### config.mk
export PLATFORM = sky130hd
export DESIGN_NAME = ps2_host_tx_flat
export DESIGN_NICKNAME = d
export VERILOG_FILES = /design/src/rtl/ps2_pkg.sv /design/src/rtl/ps2_host_tx_if.sv /design/src/rtl/ps2_line_sync.sv /design/src/rtl/ps2_host_tx.sv /design/src/flat_wrapper.sv
export SDC_FILE = /design/constraint.sdc
export NUM_CORES = 1
export LEC_CHECK = 0
export CORE_MARGIN = 2
export CORE_UTILIZATION = 50
export DETAILED_ROUTE_END_ITERATION = 12
export PLACE_DENSITY = 0.7
export SKIP_LAST_GASP = 1
export SLEW_MARGIN = 20
export SYNTH_ARGS = -nofsm -noshare
export SYNTH_HDL_FRONTEND = slang
export SYNTH_SLANG_ARGS = --single-unit
### constraint.sdc
create_clock -name clk -period 2.7 [get_ports clk]
set_input_delay 0.54 -clock clk [delete_from_list [all_inputs] [get_ports clk]]
set_output_delay 0.54 -clock clk [all_outputs]
set_load 0.02 [all_outputs]
### src/rtl/ps2_pkg.sv
// Shared PS/2 definitions: transmitter state encoding, frame constants, common
// host command bytes and the odd-parity helper used when building a frame.
package ps2_pkg;

  localparam int unsigned PS2_DATA_BITS = 8;

  localparam logic [PS2_DATA_BITS-1:0] PS2_CMD_SET_LEDS = 8'hED;
  localparam logic [PS2_DATA_BITS-1:0] PS2_CMD_ENABLE   = 8'hF4;
  localparam logic [PS2_DATA_BITS-1:0] PS2_CMD_RESET    = 8'hFF;

  typedef enum logic [2:0] {
    StIdle,
    StInhibit,
    StReq,
    StWaitFirst,
    StShift,
    StAck,
    StWaitIdle,
    StAbort
  } ps2_tx_state_t;

  // Odd parity: the data bits plus the parity bit always hold an odd number of ones.
  function automatic logic ps2_odd_parity(input logic [PS2_DATA_BITS-1:0] data);
    return ~^data;
  endfunction

endpackage

### src/rtl/ps2_host_tx_if.sv
// Command/status interface of the PS/2 host transmitter.
//   tx_data/tx_valid/tx_ready : command byte handshake (accept on valid && ready)
//   busy                      : transmit in progress; receivers should ignore the lines
//   tx_done/tx_ack_err/tx_timeout : one-cycle completion pulses, exactly one per byte
// master = command issuer, slave = transmitter.
interface ps2_host_tx_if;
  import ps2_pkg::*;

  logic [PS2_DATA_BITS-1:0] tx_data;
  logic                     tx_valid;
  logic                     tx_ready;
  logic                     busy;
  logic                     tx_done;
  logic                     tx_ack_err;
  logic                     tx_timeout;

  modport master (
    output tx_data, tx_valid,
    input  tx_ready, busy, tx_done, tx_ack_err, tx_timeout
  );

  modport slave (
    input  tx_data, tx_valid,
    output tx_ready, busy, tx_done, tx_ack_err, tx_timeout
  );

endinterface

### src/rtl/ps2_line_sync.sv
// Two-flop synchronizer plus falling-edge detector for one PS/2 line.
//   clk, reset : system clock, asynchronous active-high reset
//   line       : raw line level
//   level      : synchronized level
//   fall       : one-cycle pulse when the synchronized level goes 1 -> 0
// Flops reset to 1 so an idle (pulled-up) line never produces a spurious edge.
module ps2_line_sync (
  input  logic clk,
  input  logic reset,
  input  logic line,
  output logic level,
  output logic fall
);

  logic meta_q;
  logic level_q;
  logic prev_q;

  always_ff @(posedge clk or posedge reset) begin
    if (reset) begin
      meta_q  <= 1'b1;
      level_q <= 1'b1;
      prev_q  <= 1'b1;
    end else begin
      meta_q  <= line;
      level_q <= meta_q;
      prev_q  <= level_q;
    end
  end

  assign level = level_q;
  assign fall  = prev_q & ~level_q;

endmodule

### src/rtl/ps2_host_tx.sv
// PS/2 host-to-device transmitter. Runs the request-to-send sequence (clock
// inhibit, data low, clock release), then shifts start/data/odd parity/stop on
// device falling edges and checks the device ACK.
//   clk, reset                : system clock, asynchronous active-high reset
//   bus                       : command handshake and status pulses (slave side)
//   ps2_clk_in, ps2_data_in   : raw keyb_clk / keyb_data levels
//   ps2_clk_oe, ps2_data_oe   : open-drain enables, 1 pulls the line low
module ps2_host_tx
  import ps2_pkg::*;
#(
  parameter int unsigned INHIBIT_CYCLES       = 5000,
  parameter int unsigned SETUP_CYCLES         = 50,
  parameter int unsigned START_TIMEOUT_CYCLES = 750000,
  parameter int unsigned BIT_TIMEOUT_CYCLES   = 100000
) (
  input  logic            clk,
  input  logic            reset,
  ps2_host_tx_if.slave    bus,
  input  logic            ps2_clk_in,
  input  logic            ps2_data_in,
  output logic            ps2_clk_oe,
  output logic            ps2_data_oe
);

  localparam int unsigned MaxAB = (INHIBIT_CYCLES > SETUP_CYCLES) ?
                                  INHIBIT_CYCLES : SETUP_CYCLES;
  localparam int unsigned MaxCD = (START_TIMEOUT_CYCLES > BIT_TIMEOUT_CYCLES) ?
                                  START_TIMEOUT_CYCLES : BIT_TIMEOUT_CYCLES;
  localparam int unsigned MaxCycles = (MaxAB > MaxCD) ? MaxAB : MaxCD;
  localparam int unsigned CntW      = $clog2(MaxCycles + 1);
  localparam int unsigned FrameBits = PS2_DATA_BITS + 2;

  typedef logic [CntW-1:0] cnt_t;

  localparam cnt_t InhibitLast = cnt_t'(INHIBIT_CYCLES - 1);
  localparam cnt_t SetupLast   = cnt_t'(SETUP_CYCLES - 1);
  localparam cnt_t StartLast   = cnt_t'(START_TIMEOUT_CYCLES - 1);
  localparam cnt_t BitLast     = cnt_t'(BIT_TIMEOUT_CYCLES - 1);
  localparam logic [3:0] StopIdx = 4'(FrameBits - 1);

  ps2_tx_state_t          state_q, state_d;
  cnt_t                   cnt_q, cnt_d, cnt_inc;
  logic [FrameBits-1:0]   frame_q, frame_d;
  logic [3:0]             bit_idx_q, bit_idx_d;
  logic                   drive_q, drive_d;
  logic                   ack_err_q, ack_err_d;

  logic clk_level, clk_fall;
  logic data_level, unused_data_fall;
  logic lines_idle;

  ps2_line_sync u_clk_sync (
    .clk   (clk),
    .reset (reset),
    .line  (ps2_clk_in),
    .level (clk_level),
    .fall  (clk_fall)
  );

  ps2_line_sync u_data_sync (
    .clk   (clk),
    .reset (reset),
    .line  (ps2_data_in),
    .level (data_level),
    .fall  (unused_data_fall)
  );

  assign lines_idle = clk_level & data_level;

  // Saturating so a long wait never wraps back under a timeout threshold.
  assign cnt_inc = (cnt_q == '1) ? cnt_q : cnt_q + cnt_t'(1);

  always_ff @(posedge clk or posedge reset) begin
    if (reset) begin
      state_q   <= StIdle;
      cnt_q     <= '0;
      frame_q   <= '0;
      bit_idx_q <= '0;
      drive_q   <= 1'b0;
      ack_err_q <= 1'b0;
    end else begin
      state_q   <= state_d;
      cnt_q     <= cnt_d;
      frame_q   <= frame_d;
      bit_idx_q <= bit_idx_d;
      drive_q   <= drive_d;
      ack_err_q <= ack_err_d;
    end
  end

  always_comb begin
    state_d   = state_q;
    cnt_d     = cnt_inc;
    frame_d   = frame_q;
    bit_idx_d = bit_idx_q;
    drive_d   = drive_q;
    ack_err_d = ack_err_q;
    unique case (state_q)
      StIdle: begin
        cnt_d = '0;
        if (bus.tx_valid) begin
          state_d   = StInhibit;
          frame_d   = {1'b1, ps2_odd_parity(bus.tx_data), bus.tx_data};
          bit_idx_d = '0;
          drive_d   = 1'b0;
          ack_err_d = 1'b0;
        end
      end
      StInhibit: begin
        if (cnt_q >= InhibitLast) begin
          state_d = StReq;
          cnt_d   = '0;
        end
      end
      StReq: begin
        if (cnt_q >= SetupLast) begin
          state_d = StWaitFirst;
          cnt_d   = '0;
        end
      end
      StWaitFirst: begin
        if (clk_fall) begin
          drive_d   = ~frame_q[0];
          bit_idx_d = 4'd1;
          state_d   = StShift;
          cnt_d     = '0;
        end else if (cnt_q >= StartLast) begin
          state_d = StAbort;
        end
      end
      StShift: begin
        if (clk_fall) begin
          cnt_d     = '0;
          drive_d   = ~frame_q[bit_idx_q];
          bit_idx_d = bit_idx_q + 4'd1;
          // Stop bit (a release) is being presented: next edge carries the ACK.
          if (bit_idx_q == StopIdx) begin
            state_d = StAck;
          end
        end else if (cnt_q >= BitLast) begin
          state_d = StAbort;
        end
      end
      StAck: begin
        if (clk_fall) begin
          ack_err_d = data_level;
          state_d   = StWaitIdle;
          cnt_d     = '0;
        end else if (cnt_q >= BitLast) begin
          state_d = StAbort;
        end
      end
      StWaitIdle: begin
        if (lines_idle) begin
          state_d = StIdle;
        end else if (cnt_q >= BitLast) begin
          state_d = StAbort;
        end
      end
      StAbort: begin
        state_d = StIdle;
      end
      default: begin
        state_d = StIdle;
      end
    endcase
  end

  // Decoded from registered state so an asynchronous reset releases both lines at once.
  always_comb begin
    ps2_clk_oe     = 1'b0;
    ps2_data_oe    = 1'b0;
    bus.tx_ready   = 1'b0;
    bus.busy       = 1'b1;
    bus.tx_done    = 1'b0;
    bus.tx_ack_err = 1'b0;
    bus.tx_timeout = 1'b0;
    unique case (state_q)
      StIdle: begin
        bus.tx_ready = 1'b1;
        bus.busy     = 1'b0;
      end
      StInhibit: begin
        ps2_clk_oe = 1'b1;
      end
      StReq: begin
        ps2_clk_oe  = 1'b1;
        ps2_data_oe = 1'b1;
      end
      StWaitFirst: begin
        ps2_data_oe = 1'b1;
      end
      StShift: begin
        ps2_data_oe = drive_q;
      end
      StAck: begin
        ps2_data_oe = 1'b0;
      end
      StWaitIdle: begin
        if (lines_idle) begin
          bus.tx_done    = ~ack_err_q;
          bus.tx_ack_err = ack_err_q;
        end
      end
      StAbort: begin
        bus.tx_timeout = 1'b1;
      end
      default: begin
        bus.busy = 1'b1;
      end
    endcase
  end

endmodule

### src/flat_wrapper.sv
// flat-port wrapper written by rule: the top's interface ports become plain ports
module ps2_host_tx_flat import ps2_pkg::*;
#(
  parameter int unsigned INHIBIT_CYCLES       = 5000,
  parameter int unsigned SETUP_CYCLES         = 50,
  parameter int unsigned START_TIMEOUT_CYCLES = 750000,
  parameter int unsigned BIT_TIMEOUT_CYCLES   = 100000
)
  (clk, reset, ps2_clk_in, ps2_data_in, ps2_clk_oe, ps2_data_oe, bus_tx_data, bus_tx_valid, bus_tx_ready, bus_busy, bus_tx_done, bus_tx_ack_err, bus_tx_timeout);
  ps2_host_tx_if bus_i ();
  input  logic clk;
  input  logic reset;
  input  logic ps2_clk_in;
  input  logic ps2_data_in;
  output logic ps2_clk_oe;
  output logic ps2_data_oe;
  input wire logic [$bits(bus_i.tx_data)-1:0] bus_tx_data;
  input wire logic [$bits(bus_i.tx_valid)-1:0] bus_tx_valid;
  output wire logic [$bits(bus_i.tx_ready)-1:0] bus_tx_ready;
  output wire logic [$bits(bus_i.busy)-1:0] bus_busy;
  output wire logic [$bits(bus_i.tx_done)-1:0] bus_tx_done;
  output wire logic [$bits(bus_i.tx_ack_err)-1:0] bus_tx_ack_err;
  output wire logic [$bits(bus_i.tx_timeout)-1:0] bus_tx_timeout;
  assign bus_i.tx_data = bus_tx_data;
  assign bus_i.tx_valid = bus_tx_valid;
  assign bus_tx_ready = bus_i.tx_ready;
  assign bus_busy = bus_i.busy;
  assign bus_tx_done = bus_i.tx_done;
  assign bus_tx_ack_err = bus_i.tx_ack_err;
  assign bus_tx_timeout = bus_i.tx_timeout;
  ps2_host_tx #(.INHIBIT_CYCLES(INHIBIT_CYCLES), .SETUP_CYCLES(SETUP_CYCLES), .START_TIMEOUT_CYCLES(START_TIMEOUT_CYCLES), .BIT_TIMEOUT_CYCLES(BIT_TIMEOUT_CYCLES)) u_core (.clk(clk), .reset(reset), .bus(bus_i), .ps2_clk_in(ps2_clk_in), .ps2_data_in(ps2_data_in), .ps2_clk_oe(ps2_clk_oe), .ps2_data_oe(ps2_data_oe));
endmodule
## Word level (Yosys, flattened, before mapping)

Cells that the tools add are included.

| word-level totals | value |
|---|---|
| register bits after elaboration | 44 |
| output and inout port bits | 7 |

| operators by class | value |
|---|---|
| add/sub/neg operators | 2 |
| magnitude comparators | 5 |
| equality and inequality tests | 17 |
| muxes and demuxes | 37 |
| bitwise logic cells | 6 |
| reductions and logical operators | 11 |

Operator list:

| cell | number |
|---|---|
| $mux 20 | 4 |
| $pmux 20 s4 | 1 |
| $mux 3 | 10 |
| $pmux 3 s8 | 1 |
| $add 20x1->20 const B | 1 |
| $eq 20x20->1 const B | 1 |
| $ge 20x13->1 const B | 1 |
| $ge 20x17->1 const B | 1 |
| $ge 20x20->1 const B | 1 |
| $ge 20x6->1 const B | 1 |
| $mux 1 | 13 |
| $eq 3x3->1 const B | 4 |
| $mux 4 | 3 |
| $pmux 4 s3 | 1 |
| $ne 2x1->1 const B | 5 |
| $reduce_xnor 8->1 | 1 |
| $eq 3x2->1 const B | 2 |
| $lt 4x5->1 const B | 1 |
| $reduce_and 5->1 | 1 |
| $add 4x1->4 const B | 1 |
| $bmux 1 s4 | 1 |
| $eq 4x4->1 const B | 1 |
| $not 1->1 | 4 |
| $pmux 1 s2 | 2 |
| other kinds (14) | 16 |

## Depth between registers and ports, before layout

Gate-level depths: netlist (run 1).

| logic depth | value |
|---|---|
| depth after elaboration | 5 |
| depth in mapped cells | 8 |
| mapped depth without buffers | 7 |

## Modules after synthesis

A second synthesis (run 1) with hierarchy kept.

| unflattened totals | value |
|---|---|
| cell total of the unflattened synthesis | 292 |
| area, all modules | 2,829.0 sq um |

By module, submodules not included:

| module | times used | cells each | area each (sq um) |
|---|---|---|---|
| ps2_host_tx | 1 | 282 | 2,636.3 |
| ps2_line_sync | 2 | 5 | 96.3 |

## Least setup slack after synthesis (run 1)

OpenSTA, ideal clock, no wires.

| path | value |
|---|---|
| kind | reg-to-output |
| from | register u_core.state_q[1] |
| to | output port bus_tx_ack_err |
| arrival | 1,692 ps |
| required time | 2,160 ps |
| slack | 468 ps |
| stages on the path, launching flop included | 5 |
| cells stage by stage | dfrtp_1 > clkbuf_1 > clkbuf_1 > nand2_1 > nor4b_1 |

| on the way | value |
|---|---|
| cells in the longest elaborated chain, start to end | 2 |

Ends and longest elaborated chain:

| item | line | text |
|---|---|---|
| from (decl) | ps2_host_tx.sv:41 | `ps2_tx_state_t state_q, state_d;` |
| from (signal assigned) | ps2_host_tx.sv:75 | `state_q <= StIdle;` |
| from (signal assigned) | ps2_host_tx.sv:82 | `state_q <= state_d;` |
| $eq 3x3->1 | ps2_host_tx.sv:178 | `unique case (state_q)` |
| $mux 1 | ps2_host_tx.sv:178 |  |
| to (decl) | flat_wrapper.sv:22 | `output wire logic [$bits(bus_i.tx_ack_err)-1:0] bus_tx_ack_err;` |

No other way between the ends.

## Worst setup path in the final report (run 1)

| path | value |
|---|---|
| from | register u_core.state_q[1] |
| to | output port ps2_data_oe |

| on the way | value |
|---|---|
| cells in the longest elaborated chain, start to end | 3 |

Ends and longest elaborated chain:

| item | line | text |
|---|---|---|
| $eq 3x2->1 | ps2_host_tx.sv:178 |  |
| $reduce_or 2->1 (no source line) | n/a |  |
| $pmux 1 s2 * | ps2_host_tx.sv:178 |  |
| to (decl) | flat_wrapper.sv:16 | `output logic ps2_data_oe;` |

Every way passes the cells marked *; elsewhere a longest branch is shown, timed or not.

==> metrics, run 1 <==
status=finished, final reports clean; CTS clk-pin slew, worst paths=0.09 ns; Worst-Margin Slew=0.587 ns; core footprint=5110 sq um; Slew Limit Fails=0; P_leak=1.16 nW; ys flop type=dfrtp_1; mux cell area share after synthesis=7.90%; Met1 Wirelength=2.62 mm; antenna violations before repair=0; Post-CTS Resized=0; most common cell after layout, fill and taps aside=dfrtp_1; final cell count without fillers=368; P_int=0.00152 W; Layout Area Growth over Synthesis=14.8%; Relative slew margins=59.8%; IO Pins=20; placed insts=360; post-synthesis instance area=2630 sq um; top sig layer=met4; sequential share of the synthesized area=42.1%; Hold Path Depth=0; number of buffers created by CTS=5; Root Buffer=clkbuf_8; initial core utilization=51.5%; H-tree levels=2; Syn Inst Count=279; synth warn=0; setup slack, reg-to-reg=0.55 ns; post-synthesis compound-gate area fraction=13.5%; CTS tree=done; worst min-delay path class=reg -> reg; Net Switching=0.000884 W; 1st-iter DRT viols=286; Critical R2R Launch=u_core.cnt_q[1]$_DFF_PP0_; #FFs+latches synth=44; sequential share of power=41.0%; row count=26; layout cells sized above 1=13.4%; Met3 Routed Length=352 um; power density cells=795 nW/um^2; setup bufs post-CTS=0; first-pass GRT wire length=10.1 mm; cells on worst reg2reg path=8; MaxCap Viol Count=0; hold wc startpoint=u_core.u_clk_sync.meta_q$_DFF_PP1_; adder-cell area share of the yosys netlist=2.38%; vias in the first global route=2096; Post-synth EDFFs=0; clock sinks=44; endpoint class of the critical path=output port; largest net degree at the start of global routing=45; Startpoint Class=register; number of antenna diodes=0; Routed Antenna Nets=0; unrepaired setup endpoints after global routing=no; Synth Area in Simple Gates=22.8%; Die Y=76.5 um; area share of xor/xnor cells in the synthesized design=6.99%; Die Area=5860 sq um; width of the die=76.5 um; Hold Buf Count CTS=0; nets@finish=315; CP required=2.16 ns; Via density=5.94; clock power share=21.7%; leading cell types in the layout, fill and taps excluded=dfrtp_1 (38), nor2_1 (25), nand2_1 (20); CP max FO=11; Routed Wire Length=5.70 mm; via count=2185; Clock Latency Late Sink=0.30 ns; Power Total=0.00240 W; peak supply drop=0.544 mV; period utilization=93.4%; Syn Area/Cell=9.43 sq um; Logic pwr share=37.3%; Min-Delay Endpoint=u_core.u_clk_sync.level$_DFF_PP1_; Total Neg Setup Slack=0 ns; Post-Syn Nets=297; final core utilization=59.1%; Critical R2R Capture=u_core.cnt_q[19]$_DFF_PP0_; WL per Instance=15.5 um; Final min period=2.52 ns; switching part of the total=36.8%; final setup vio count=0; GRT overflow=0; Max Clk Rate=0.396 GHz; Setup CP Type=reg -> out; async set-reset flop share out of synthesis=100%; Longest Clk Path Bufs=2; Post-DP HPWL=4.09 mm; critical path arrival=1.98 ns; routed wl met2=2.63 mm; DRC viols=0; Final Hold Vio Count=0; Buffers on Ports=19; all-layer global routing usage=21.0%; RD Place Congestion=0.884; skew final=0.00423 ns; Initial DRT Pass Iterations=4; Yosys cell types=51; largest family of logic cells by synthesized area=simple AND/OR/NAND/NOR gates
==> how the worst max path moves through the flow <==
stage | startpoint | endpoint | slack (ns) | cells after the start
6_report | u_core.state_q[1]$_DFFE_PP0P_ | ps2_data_oe | 0.18 | 4
5_1_grt | u_core.state_q[0]$_DFFE_PP0P_ | bus_tx_timeout | 0.04 | 3
4_1_cts | u_core.state_q[2]$_DFFE_PP0P_ | ps2_data_oe | 0.06 | 4
3_5_place_dp | u_core.state_q[2]$_DFFE_PP0P_ | ps2_data_oe | 0.40 | 4
3_3_place_gp | u_core.state_q[2]$_DFFE_PP0P_ | ps2_data_oe | 0.46 | 4
2_1_floorplan | u_core.state_q[1]$_DFFE_PP0P_ | bus_tx_ack_err | 0.47 | 4
==> sequential cells by signal (all words and copies together) (netlist names) <==
| register | cells |
|---|---|
| u_core.drive_q | 1 |
| u_core.cnt_q | 20 |
| u_core.frame_q | 10 |
| u_core.u_clk_sync.meta_q | 1 |
| u_core.ack_err_q | 1 |
| u_core.state_q | 3 |
| u_core.bit_idx_q | 4 |
| u_core.u_clk_sync.prev_q | 1 |
| u_core.u_clk_sync.level | 1 |
| u_core.u_data_sync.meta_q | 1 |
| u_core.u_data_sync.level | 1 |
==> cells in the mapped netlist, types with 4 or more instances <==
cell	instances	share of area (%)
dfrtp_1	39	37
nor2_1	26	3.7
nand2_1	20	2.9
xnor2_1	19	6.3
a21oi_1	11	2.1
o21ai_0	11	2.1
mux2_2	10	4.3
nand3_1	10	1.9
clkbuf_1	9	1.3
inv_1	9	1.3
nor3_1	9	1.7
nand4_1	8	1.9
nor4_1	8	1.9
a211oi_1	7	2.0
a31oi_1	7	1.7
buf_2	6	1.1
dfstp_2	5	5.0
ha_1	5	2.4
mux2i_1	5	1.9
nand2b_1	5	1.2
and3_1	4	0.95
or3_1	4	0.95
==> routing by layer <==
metal  track usage (%)  vias to the layer above
li1                  -                     1053
met1              29.6                     1050
met2              32.4                       74
met3              3.91                        8
met4              7.64                        0
met5                 0                        -
==> critical path, stage by stage, from the launching register on <==
cell and delay (ns):
dfrtp_1 0.51, nand2b_1 0.24, nor2_2 0.18, a21o_1 0.14, clkdlybuf4s50_1 0.61
==> cells by family (layout without fill, tap and decap cells) <==
logic type	after synthesis	count (layout)
xor+xnor	21	21
compound gates	53	53
buf+inv	26	45
simple gates	113	113
fa+ha+maj	5	5
mux	17	17
flops	44	44
==> power by group through the flow <==
stage | Sequential, W | Combinational [W] | Clock [W]
finish | 0.000984 | 0.000896 | 0.000522
global route | 0.00102 | 0.00100 | 0.000562
CTS | 0.000979 | 0.000907 | 0.000536
detailed placement | 0.000992 | 0.000905 | 0
global placement | 0.000980 | 0.000884 | 0
floorplan | 0.000891 | 0.000704 | 0
==> stage by stage <==
step,hold WS (ns),cell area [sq um],setup slack [ns]
floorplan,0.345,2630,0.468
global placement,0.356,2900,0.463
detailed placement,0.348,2900,0.399
CTS,0.361,3020,0.0560
global route,0.368,3020,0.0358
finish,0.360,3020,0.178
==> final cells by class <==
type,instances,area (sq um)
clock inverter,3,46.3
tap,70,87.6
multi-input combinational,209,1420
clock buffer,5,68.8
inverter,9,33.8
sequential,44,1110
timing repair buffer,28,258
fill,456,2090
(Power assumes the default switching activity.)
==> inputs of run 2 (changes only) <==
CORE_MARGIN = 8   (was 2)
==> run 2 against run 1 <==
Clock power down 1%. Critical path depth is the same. Non-clock buffer count decreased by 1. Total power hardly changed. First-iteration DRC count shrank 39%. Largest cell class unchanged. Setup slack worse by 0.028 ns. Worst hold slack worse by 0.00061 ns. Routed wire length increased by 3.2%. Register-to-register slack got worse by 0.11 ns. Design area down 0.37%. Die area increased by 34%.
==> metrics, run 2 (synthesized netlist as in run 1, its figures left out) <==
status=finished, final reports clean; final setup vio count=0 (unchanged); met1 usage=22.5% (-7.1 points); fin area=3010 sq um (-0.37%); nets@finish=314 (-0.32%); Post-DP HPWL=4.13 mm (+0.98%); sequential share of power=40.4% (-0.6 points); peak supply drop=0.421 mV (-23%); Die Area=7840 sq um (+34%); number of antenna diodes=0 (unchanged); 1st-iter DRT viols=175 (-39%); first-pass GRT wire length=10.1 mm (+0.75%); Logic pwr share=38.1% (+0.8 points); row count=26 (unchanged); endpoint class of the critical path=output port; layout cells sized above 1=12.5% (-0.96 points); Routed Antenna Nets=0 (unchanged); clock power share=21.5% (-0.2 points); largest net degree at the start of global routing=45 (unchanged); Initial DRT Pass Iterations=4 (unchanged); setup slack, reg-to-reg=0.44 ns (-0.11 ns); power density cells=798 nW/um^2 (+0.38%); P_leak=1.16 nW (-0.14%); hold wc startpoint=u_core.u_clk_sync.meta_q$_DFF_PP1_; grt met2 use=25.3% (-7.1 points); cells on worst reg2reg path=8 (unchanged); Setup CP Type=reg -> out; GRT overflow=0 (unchanged); CP max FO=11 (unchanged); final worst setup slack=0.149 ns (-0.0283 ns); Top reg by flops=u_core.cnt_q; via count=2174 (-0.50%); filler instances=460 (+0.88%); worst min-delay path class=reg -> reg; skew final=0.00478 ns (+0.000546 ns); width of the die=88.5 um (+16%); largest registers=u_core.cnt_q: 20 flops, u_core.frame_q: 10 flops, u_core.bit_idx_q: 4 flops; DRC viols=0 (unchanged); Max Clk Rate=0.392 GHz (-1.1%); H-tree levels=2 (unchanged); clock sinks=44 (unchanged); Slew Limit Fails=0 (unchanged); Clock Latency Late Sink=0.30 ns (about the same); CP required=2.16 ns (about the same); Via density=5.92 (-0.23%); P_int=0.00152 W (about the same); initial core utilization=51.5% (unchanged); Relative slew margins=53.8% (-6.0 points); Power Total=0.00240 W (about the same); all-layer global routing usage=16.5% (-4.5 points); RD Place Congestion=0.873 (-1.2%); vias in the first global route=2117 (+1.0%); Layout Area Growth over Synthesis=14.4%; unrepaired setup endpoints after global routing=no; slowest stage cell, crit path=clkdlybuf4s50_1; MaxCap Viol Count=0 (unchanged); Critical R2R Capture=u_core.cnt_q[2]$_DFF_PP0_; Net Switching=0.000885 W (+0.19%); antenna violations before repair=0 (unchanged); Worst-Margin Slew=0.675 ns (+0.0876 ns); most crowded layer after global routing=met2; Routed Wire Length=5.88 mm (+3.2%); Post-CTS Resized=0 (unchanged); max reg flops=20 (unchanged); pre-CTS WS=0.369 ns (-0.0302 ns); Startpoint Class=register; Final Hold Vio Count=0 (unchanged); Total Neg Setup Slack=0 ns (unchanged); Critical R2R Launch=u_core.cnt_q[1]$_DFF_PP0_; Critical Path Max Stage Delay=0.60 ns (about the same); Hold Buf Count CTS=0 (unchanged); core footprint=5110 sq um (unchanged); critical path arrival=2.01 ns (+0.03 ns); switching part of the total=36.8% (+0.065 points); most common cell after layout, fill and taps aside=dfrtp_1; Placed Area=2890 sq um (-0.26%); leading cell types in the layout, fill and taps excluded=dfrtp_1 (39), nor2_1 (26), nand2_1 (20); IO Pins=20 (unchanged); CTS tree=done; number of buffers created by CTS=5 (unchanged); Root Buffer=clkbuf_8; Min-Delay Endpoint=u_core.u_clk_sync.level$_DFF_PP1_; setup bufs post-CTS=0 (unchanged); met3 Use GR=3.34% (-0.57 points); period utilization=94.5% (+1.0 points); Final min period=2.55 ns (+0.0283 ns); Longest Clk Path Bufs=2 (unchanged); crit-path cells=nand2b_1, nor2_1, a21o_1, clkdlybuf4s50_1; Hold Path Depth=0 (unchanged); CTS clk-pin slew, worst paths=0.09 ns (about the same); Buffers on Ports=19 (unchanged); Die Y=88.5 um (+16%); WL per Instance=16.0 um (+3.4%)
## run 2: power groups by stage
stage | clock network (W) | registers [W] | logic [W]
after floorplan | 0 | 0.000891 | 0.000704
after global placement | 0 | 0.000976 | 0.000894
after detailed placement | 0 | 0.000983 | 0.000917
after CTS | 0.000536 | 0.000969 | 0.000928
after global routing | 0.000554 | 0.00100 | 0.00102
final | 0.000517 | 0.000970 | 0.000916
## run 2: worst max path at each step
| stage | start | endpoint | cells after the start |
|---|---|---|---|
| final | u_core.state_q[1]$_DFFE_PP0P_ | ps2_data_oe | 4 |
| after global routing | u_core.state_q[1]$_DFFE_PP0P_ | ps2_data_oe | 4 |
| after CTS | u_core.state_q[1]$_DFFE_PP0P_ | ps2_data_oe | 4 |
| after detailed placement | bus_tx_valid | u_core.state_q[2]$_DFFE_PP0P_ | 5 |
| after global placement | bus_tx_valid | u_core.state_q[2]$_DFFE_PP0P_ | 5 |
| after floorplan | u_core.state_q[1]$_DFFE_PP0P_ | bus_tx_ack_err | 4 |
## run 2: final cells by class
type                            count  area [sq um]  share of cell area [%]
Clock buffer                        5          68.8                    2.29
Clock inverter                      3          46.3                    1.54
Inverter                            9          33.8                    1.12
Multi-Input combinational cell    209          1420                    47.0
Sequential cell                    44          1110                    36.8
Tap cell                           70          87.6                    2.91
Timing Repair Buffer               27           250                    8.32
## run 2: critical path: cells and delay by family, from the launching register on
kind,cells,cell delay (ns)
compound gates,1,0.16
buf+inv,1,0.60
flops,1,0.50
simple gates,2,0.45
## run 2: through the flow
stage / hold WS (ns) / cells / util [%]
floorplan: 0.345 / 279 / -
global placement: 0.346 / 359 / 56.7
detailed placement: 0.348 / 359 / 56.7
CTS: 0.362 / 367 / 58.9
global route: 0.365 / 367 / 58.9
finish: 0.360 / 367 / 58.9
## run 2: routing by layer
layer,routed length [um],vias to the layer above
met5,0,-
met3,337,6
li1,-,1054
met2,2700,57
met4,81,0
met1,2760,1057
